## config.mk

```make
export PLATFORM = sky130hd
export DESIGN_NAME = clmul_iter
export DESIGN_NICKNAME = d
export VERILOG_FILES = /design/src/rtl/ghash_pkg.sv /design/src/rtl/clmul_digit.sv /design/src/rtl/clmul_iter.sv
export SDC_FILE = /design/constraint.sdc
export NUM_CORES = 2
export LEC_CHECK = 0
export CORE_UTILIZATION = 53
export DETAILED_ROUTE_END_ITERATION = 7
export PLACE_DENSITY_LB_ADDON = 0.12
export SLEW_MARGIN = 20
export SYNTH_ARGS = -nofsm -noshare
export SYNTH_HDL_FRONTEND = slang
export SYNTH_SLANG_ARGS = --single-unit
export TNS_END_PERCENT = 50
```

## constraint.sdc

```tcl
create_clock -name clk -period 1.7 [get_ports clk]
set_input_delay 0.425 -clock clk [delete_from_list [all_inputs] [get_ports clk]]
set_output_delay 0.425 -clock clk [all_outputs]
set_load 0.005 [all_outputs]
```

## src/rtl/ghash_pkg.sv

```systemverilog
// Shared GHASH datapath definitions: operand/product widths, multiplier FSM
// states and the field polynomial used by the reduction stage.
package ghash_pkg;

    localparam int GF_W   = 128;
    localparam int PROD_W = 256;

    // x^128 + x^7 + x^2 + x + 1, with the x^128 term implied
    localparam logic [GF_W-1:0] GF_POLY = 128'h87;

    typedef enum logic [1:0] {
        IDLE,
        RUN,
        DONE
    } state_t;

endpackage

```

## src/rtl/clmul_digit.sv

```systemverilog
// Carry-less partial product of the shifted multiplicand and one digit of b.
// Pure combinational; the caller guarantees no needed bit moves past 254.
module clmul_digit
    import ghash_pkg::*;
#(
    parameter int DIGIT_W = 8
) (
    input  logic [PROD_W-2:0]  a_sh,
    input  logic [DIGIT_W-1:0] digit,
    output logic [PROD_W-2:0]  pp
);

    always_comb begin
        pp = '0;
        for (int j = 0; j < DIGIT_W; j++) begin
            if (digit[j]) begin
                pp = pp ^ (a_sh << j);
            end
        end
    end

endmodule

```

## src/rtl/clmul_iter.sv

```systemverilog
// Iterative GF(2)[x] 128x128 carry-less multiplier, DIGIT_W bits of b per cycle.
// Define CLMUL_EARLY_EXIT_EN to finish as soon as the remaining b digits are zero.
module clmul_iter
    import ghash_pkg::*;
#(
    parameter int DIGIT_W = 8
) (
    input  logic              clk,
    input  logic              rst_n,
    input  logic              in_valid,
    output logic              in_ready,
    input  logic [GF_W-1:0]   a,
    input  logic [GF_W-1:0]   b,
    output logic              out_valid,
    input  logic              out_ready,
    output logic [PROD_W-1:0] product,
    output logic              busy
);

    localparam int K     = GF_W / DIGIT_W;
    localparam int AW    = PROD_W - 1;
    localparam int CNT_W = (K > 1) ? $clog2(K) : 1;

    state_t           state;
    logic [AW-1:0]    a_sh;
    logic [AW-1:0]    acc;
    logic [AW-1:0]    pp;
    logic [GF_W-1:0]  b_sh;
    logic [GF_W-1:0]  b_next;
    logic [CNT_W-1:0] cnt;
    logic             last;

    assign b_next  = b_sh >> DIGIT_W;
    assign product = {1'b0, acc};

`ifdef CLMUL_EARLY_EXIT_EN
    assign last = (cnt == CNT_W'(K - 1)) || (b_next == '0);
`else
    assign last = (cnt == CNT_W'(K - 1));
`endif

    clmul_digit #(
        .DIGIT_W(DIGIT_W)
    ) u_digit (
        .a_sh (a_sh),
        .digit(b_sh[DIGIT_W-1:0]),
        .pp   (pp)
    );

    always_ff @(posedge clk or negedge rst_n) begin
        if (!rst_n) begin
            state     <= IDLE;
            a_sh      <= '0;
            b_sh      <= '0;
            acc       <= '0;
            cnt       <= '0;
            in_ready  <= 1'b1;
            out_valid <= 1'b0;
            busy      <= 1'b0;
        end else begin
            unique case (state)
                IDLE: begin
                    if (in_valid) begin
                        a_sh     <= {{(AW - GF_W){1'b0}}, a};
                        b_sh     <= b;
                        acc      <= '0;
                        cnt      <= '0;
                        state    <= RUN;
                        in_ready <= 1'b0;
                        busy     <= 1'b1;
                    end
                end
                RUN: begin
                    acc  <= acc ^ pp;
                    a_sh <= a_sh << DIGIT_W;
                    b_sh <= b_next;
                    cnt  <= cnt + CNT_W'(1);
                    if (last) begin
                        state     <= DONE;
                        out_valid <= 1'b1;
                    end
                end
                DONE: begin
                    if (out_ready) begin
                        state     <= IDLE;
                        out_valid <= 1'b0;
                        busy      <= 1'b0;
                        in_ready  <= 1'b1;
                    end
                end
                default: begin
                    state <= IDLE;
                end
            endcase
        end
    end

endmodule

```

==> out/summary.log <==
qor: detailed_routing.drt-pass1-iter-count 5
qor: job.max_cap_viol_count 0
qor: worst_setup_path.startpoint_type flip-flop
qor: worst_setup_path.rr_startpoint b_sh[6]
qor: detailed_routing.number_of_antenna_violating_nets_in_the_routed_design 0
qor: worst_setup_path.cpLargestDelayFamily flip-flops
qor: worst_setup_path.critical_path_required 2.29 ns
qor: status.violations setup timing
qor: finish.layout-drive-gt1-share 0.1802
qor: detailed_routing.via_cell_ratio 5.620
qor: synthesis.synth.ff_latch_count 647
qor: floorplanning.dieWidth 317.1 um
qor: clock_tree.ctsHtreeMaxLevel 3
qor: worst_setup_path.worst-r2r-setup-slack -0.43 ns
qor: placement.hpwl 121800 um
qor: status.run_status finished, violations left
qor: placement.port_buffers 517
qor: worst_setup_path.timing.rr.end acc[119]
qor: synthesis.yosysTopAreaCellShare 0.3072
qor: sta.finalHoldViolCount 0
qor: power_and_ir_drop.total_leakage_power 25.51 nW
qor: floorplanning.die-area 100500 sq um
qor: clock_tree.cts.path.max_buffers 3
qor: placement.place.gp.congestion 0.9044
qor: worst_setup_path.timing.critical_path.buf_inv 2
qor: worst_setup_path.timing.critical_path.from b_sh[6]
qor: clock_tree.numCtsBuffers 79
qor: synthesis.synth_seq_area_share 0.3077
qor: clock_tree.insertion_delay 0.67 ns
qor: worst_setup_path.cpMostUsedCell xnor2_1
qor: sta.min_period_over_period 1.253
qor: finish.syn2layout_area_growth 28.59%
qor: sta.grt_setup_unrepaired yes
qor: detailed_routing.routed_wirelength 182800 um
qor: worst_setup_path.cpMaxStageDelayCell dfrtp_4
qor: worst_setup_path.number_of_cells_on_the_worst_reg_to_reg_path 8
qor: detailed_routing.detail_route.drc_violations 0
qor: floorplanning.floorplan.die.height 317.1 um
qor: sta.fin_worst_skew 0.01757 ns
qor: sta.fin_setup_tns -76.01 ns
qor: synthesis.synth.distinct_cells 30
qor: sta.tightestPinTransition 0.7402 ns
qor: worst_setup_path.timing.critical_path.cells buf_12 -> bufbuf_16 -> nand2_1 -> xnor2_2 -> xnor2_1 -> xnor2_1 -> or3_1 -> a21oi_1
qor: synthesis.synth_warnings 0
qor: synthesis.synth_cells 6895
qor: synthesis.syn_area_per_cell 7.631 sq um
qor: sta.hold_worst_slack 0.2144 ns
qor: clock_tree.clock_transition_at_the_register_clock_pins_on_the_worst_setup_and_hold_paths_after_cts 0.06 ns
qor: sta.setup_slack -0.4303 ns
qor: global_route.grt_overflow 0
qor: finish.layoutNonFillerInstCount 8979
qor: detailed_routing.drtIter0Drc 4482
qor: worst_setup_path.worst-path-max-fanout 9
qor: synthesis.synth_top_cells_by_area dfrtp_1 31%, xnor2_1 26%, nand2_1 16%
qor: global_route.first_global_vias 48703
qor: sta.fmax 0.4694 GHz
qor: detailed_routing.routed_wire_length_per_instance 20.36 um
qor: global_route.gr-usage-all-layers 0.3443
qor: clock_tree.clock_sink_count 647
qor: sta.finalSetupViolCount 419
qor: synthesis.synth_area 52620 sq um
qor: clock_tree.cts-root-buf clkbuf_16
qor: sta.layout_min_cycle_time 2.130 ns
qor: global_route.antenna_found_initial 21
qor: worst_setup_path.endpoint acc[119]
qor: global_route.grt_max_degree 116
qor: floorplanning.initial_utilization 0.5346
qor: sta.timing.max_slew.rel_slack 0.5065
qor: hold_path.timing.hold.worst.class in2async
qor: worst_setup_path.critical_path_cell_count 8
qor: synthesis.yosysTopAreaCell dfrtp_1
qor: placement.place_inst 8582
qor: worst_setup_path.cpPeakStageDelay 0.55 ns
qor: power_and_ir_drop.pwr_density_cell 2035 nW/um^2
qor: worst_setup_path.timing_worst_setup_path_type reg2reg
qor: floorplanning.core_area 98420 sq um
qor: floorplanning.row_count 115
qor: worst_setup_path.critPathCaptureType flip-flop
qor: sta.timing.final.max_slew_violations 0
qor: worst_setup_path.critPathArrivalTime 2.72 ns
qor: synthesis.syn-num-nets 7156
qor: global_route.wire_length_of_the_first_global_routing_pass 275200 um
qor: finish.nets 7884
qor: power_and_ir_drop.vdd_ir_drop_max 0.9320 mV
qor: clock_tree.clock_tree_from_tritoncts built
qor: detailed_routing.dr_total_vias 50462
qor: floorplanning.num_io_pins 519
==> how the worst min path moves through the flow <==
stage / slack, ns / endpoint / start / cells after the start
6_report: 0.21 / a_sh[158] / rst_n / 2
2_1_floorplan: 0.13 / a_sh[0] / rst_n / 0
3_3_place_gp: 0.29 / a_sh[158] / rst_n / 1
4_1_cts: 0.19 / a_sh[158] / rst_n / 2
3_5_place_dp: 0.29 / a_sh[158] / rst_n / 1
5_1_grt: 0.21 / a_sh[162] / rst_n / 2
==> routing by layer <==
layer / vias to the layer above / share of wire / track usage
met1: 24493 / 0.41 / 0.4629
met5: - / 0.00097 / 0
met3: 447 / 0.090 / 0.06998
li1: 23262 / - / -
met4: 26 / 0.047 / 0.1559
met2: 2234 / 0.45 / 0.5330
==> flip-flops by register name, indices dropped and copies added (netlist names) <==
signal     cells
in_ready       1
cnt            4
b_sh         128
acc          255
state          2
a_sh         255
busy           1
out_valid      1
==> metrics by stage <==
step / utilization / area (sq um) / total power (W) / worst slack [ns]
after floorplan: - / 52730 / 0.08321 / -0.05219
after global placement: 0.6345 / 62450 / 0.1112 / -0.3341
after detailed placement: 0.6345 / 62450 / 0.1130 / -0.3403
after CTS: 0.6704 / 65980 / 0.1331 / -0.3299
after global routing: 0.6875 / 67660 / 0.1463 / -0.4826
final: 0.6875 / 67660 / 0.1377 / -0.4303
==> timing repair <==
| item | CTS | global route |
|---|---|---|
| endpoints found under the hold margin | 275 | 0 |
| gates resized for setup | 1048 | 184 |
| pin swaps | 66 | 122 |
| cloned | 3 | 21 |
| setup buffers | 203 | 19 |
| hold buffers | 1 | 0 |
| setup endpoints to repair | 660 | 564 |
==> layout by cell type, fill, tap and decap left out, types with 35 or more instances in the layout <==
master | netlist | layout
a22oi_1 | 239 | 239
clkbuf_16 | 0 | 99
dfrtp_2 | 0 | 35
or3_1 | 102 | 102
clkdlybuf4s50_1 | 0 | 258
o21ai_0 | 502 | 486
buf_4 | 20 | 656
xor2_1 | 351 | 322
nor2b_1 | 121 | 119
buf_12 | 0 | 116
xnor2_2 | 0 | 65
xnor2_1 | 1556 | 1491
a22o_1 | 144 | 144
nand2_1 | 2290 | 2248
dfrtp_1 | 646 | 601
a21oi_1 | 223 | 203
buf_2 | 158 | 204
==> where the power goes <==
part	internal (W)	leakage (nW)	switching [W]
combinational	0.0435	15.9	0.0427
sequential	0.0227	8.27	0.0107
clock	0.0107	1.34	0.00732
total	0.0769	25.5	0.0608
==> final cells by class <==
type                       count  area (sq um)
tap                         1287          1610
timing repair buffer        1342         12570
multi-input combinational   5549         34460
clock buffer                 112          2271
clock inverter                32         442.9
inverter                       4         15.01
fill                        8057         30760
antenna                        6         15.01
sequential                   647         16270
==> cells in the mapped netlist <==
cell and n:
nor2_1 7, nand2_1 2290, xnor2_1 1556, nor2b_1 121
ha_1 1, o21ai_0 502, inv_1 3, nor3_1 1
o211ai_1 1, inv_2 1, buf_1 106, dfstp_2 1
a21oi_1 223, o22ai_1 1, or3_1 102, xor2_1 351
dfrtp_1 646, nand4_1 1, a22o_1 144, buf_2 158
o31ai_1 1, clkbuf_1 407, buf_6 4, a31o_2 1
and2_1 1, conb_1 1, mux2i_1 1, nand3_1 4
buf_4 20, a22oi_1 239
==> logic make-up (layout without fill, tap and decap cells) <==
| kind of cell | after synthesis | after routing | synth area share |
|---|---|---|---|
| and+or+nand+nor | 2527 | 2527 | 0.1911 |
| xor gates and xnor gates | 1907 | 1907 | 0.3174 |
| AOI/OAI and AO/OA | 1112 | 1112 | 0.1276 |
| buffers and inverters | 699 | 1490 | 0.05562 |
| DFF | 647 | 647 | 0.3077 |
| adders and majority gates | 1 | 1 | 0.0002378 |
| other | 1 | 7 | 0.00007127 |
| muxes | 1 | 1 | 0.0001902 |
(Power assumes the default switching activity.)
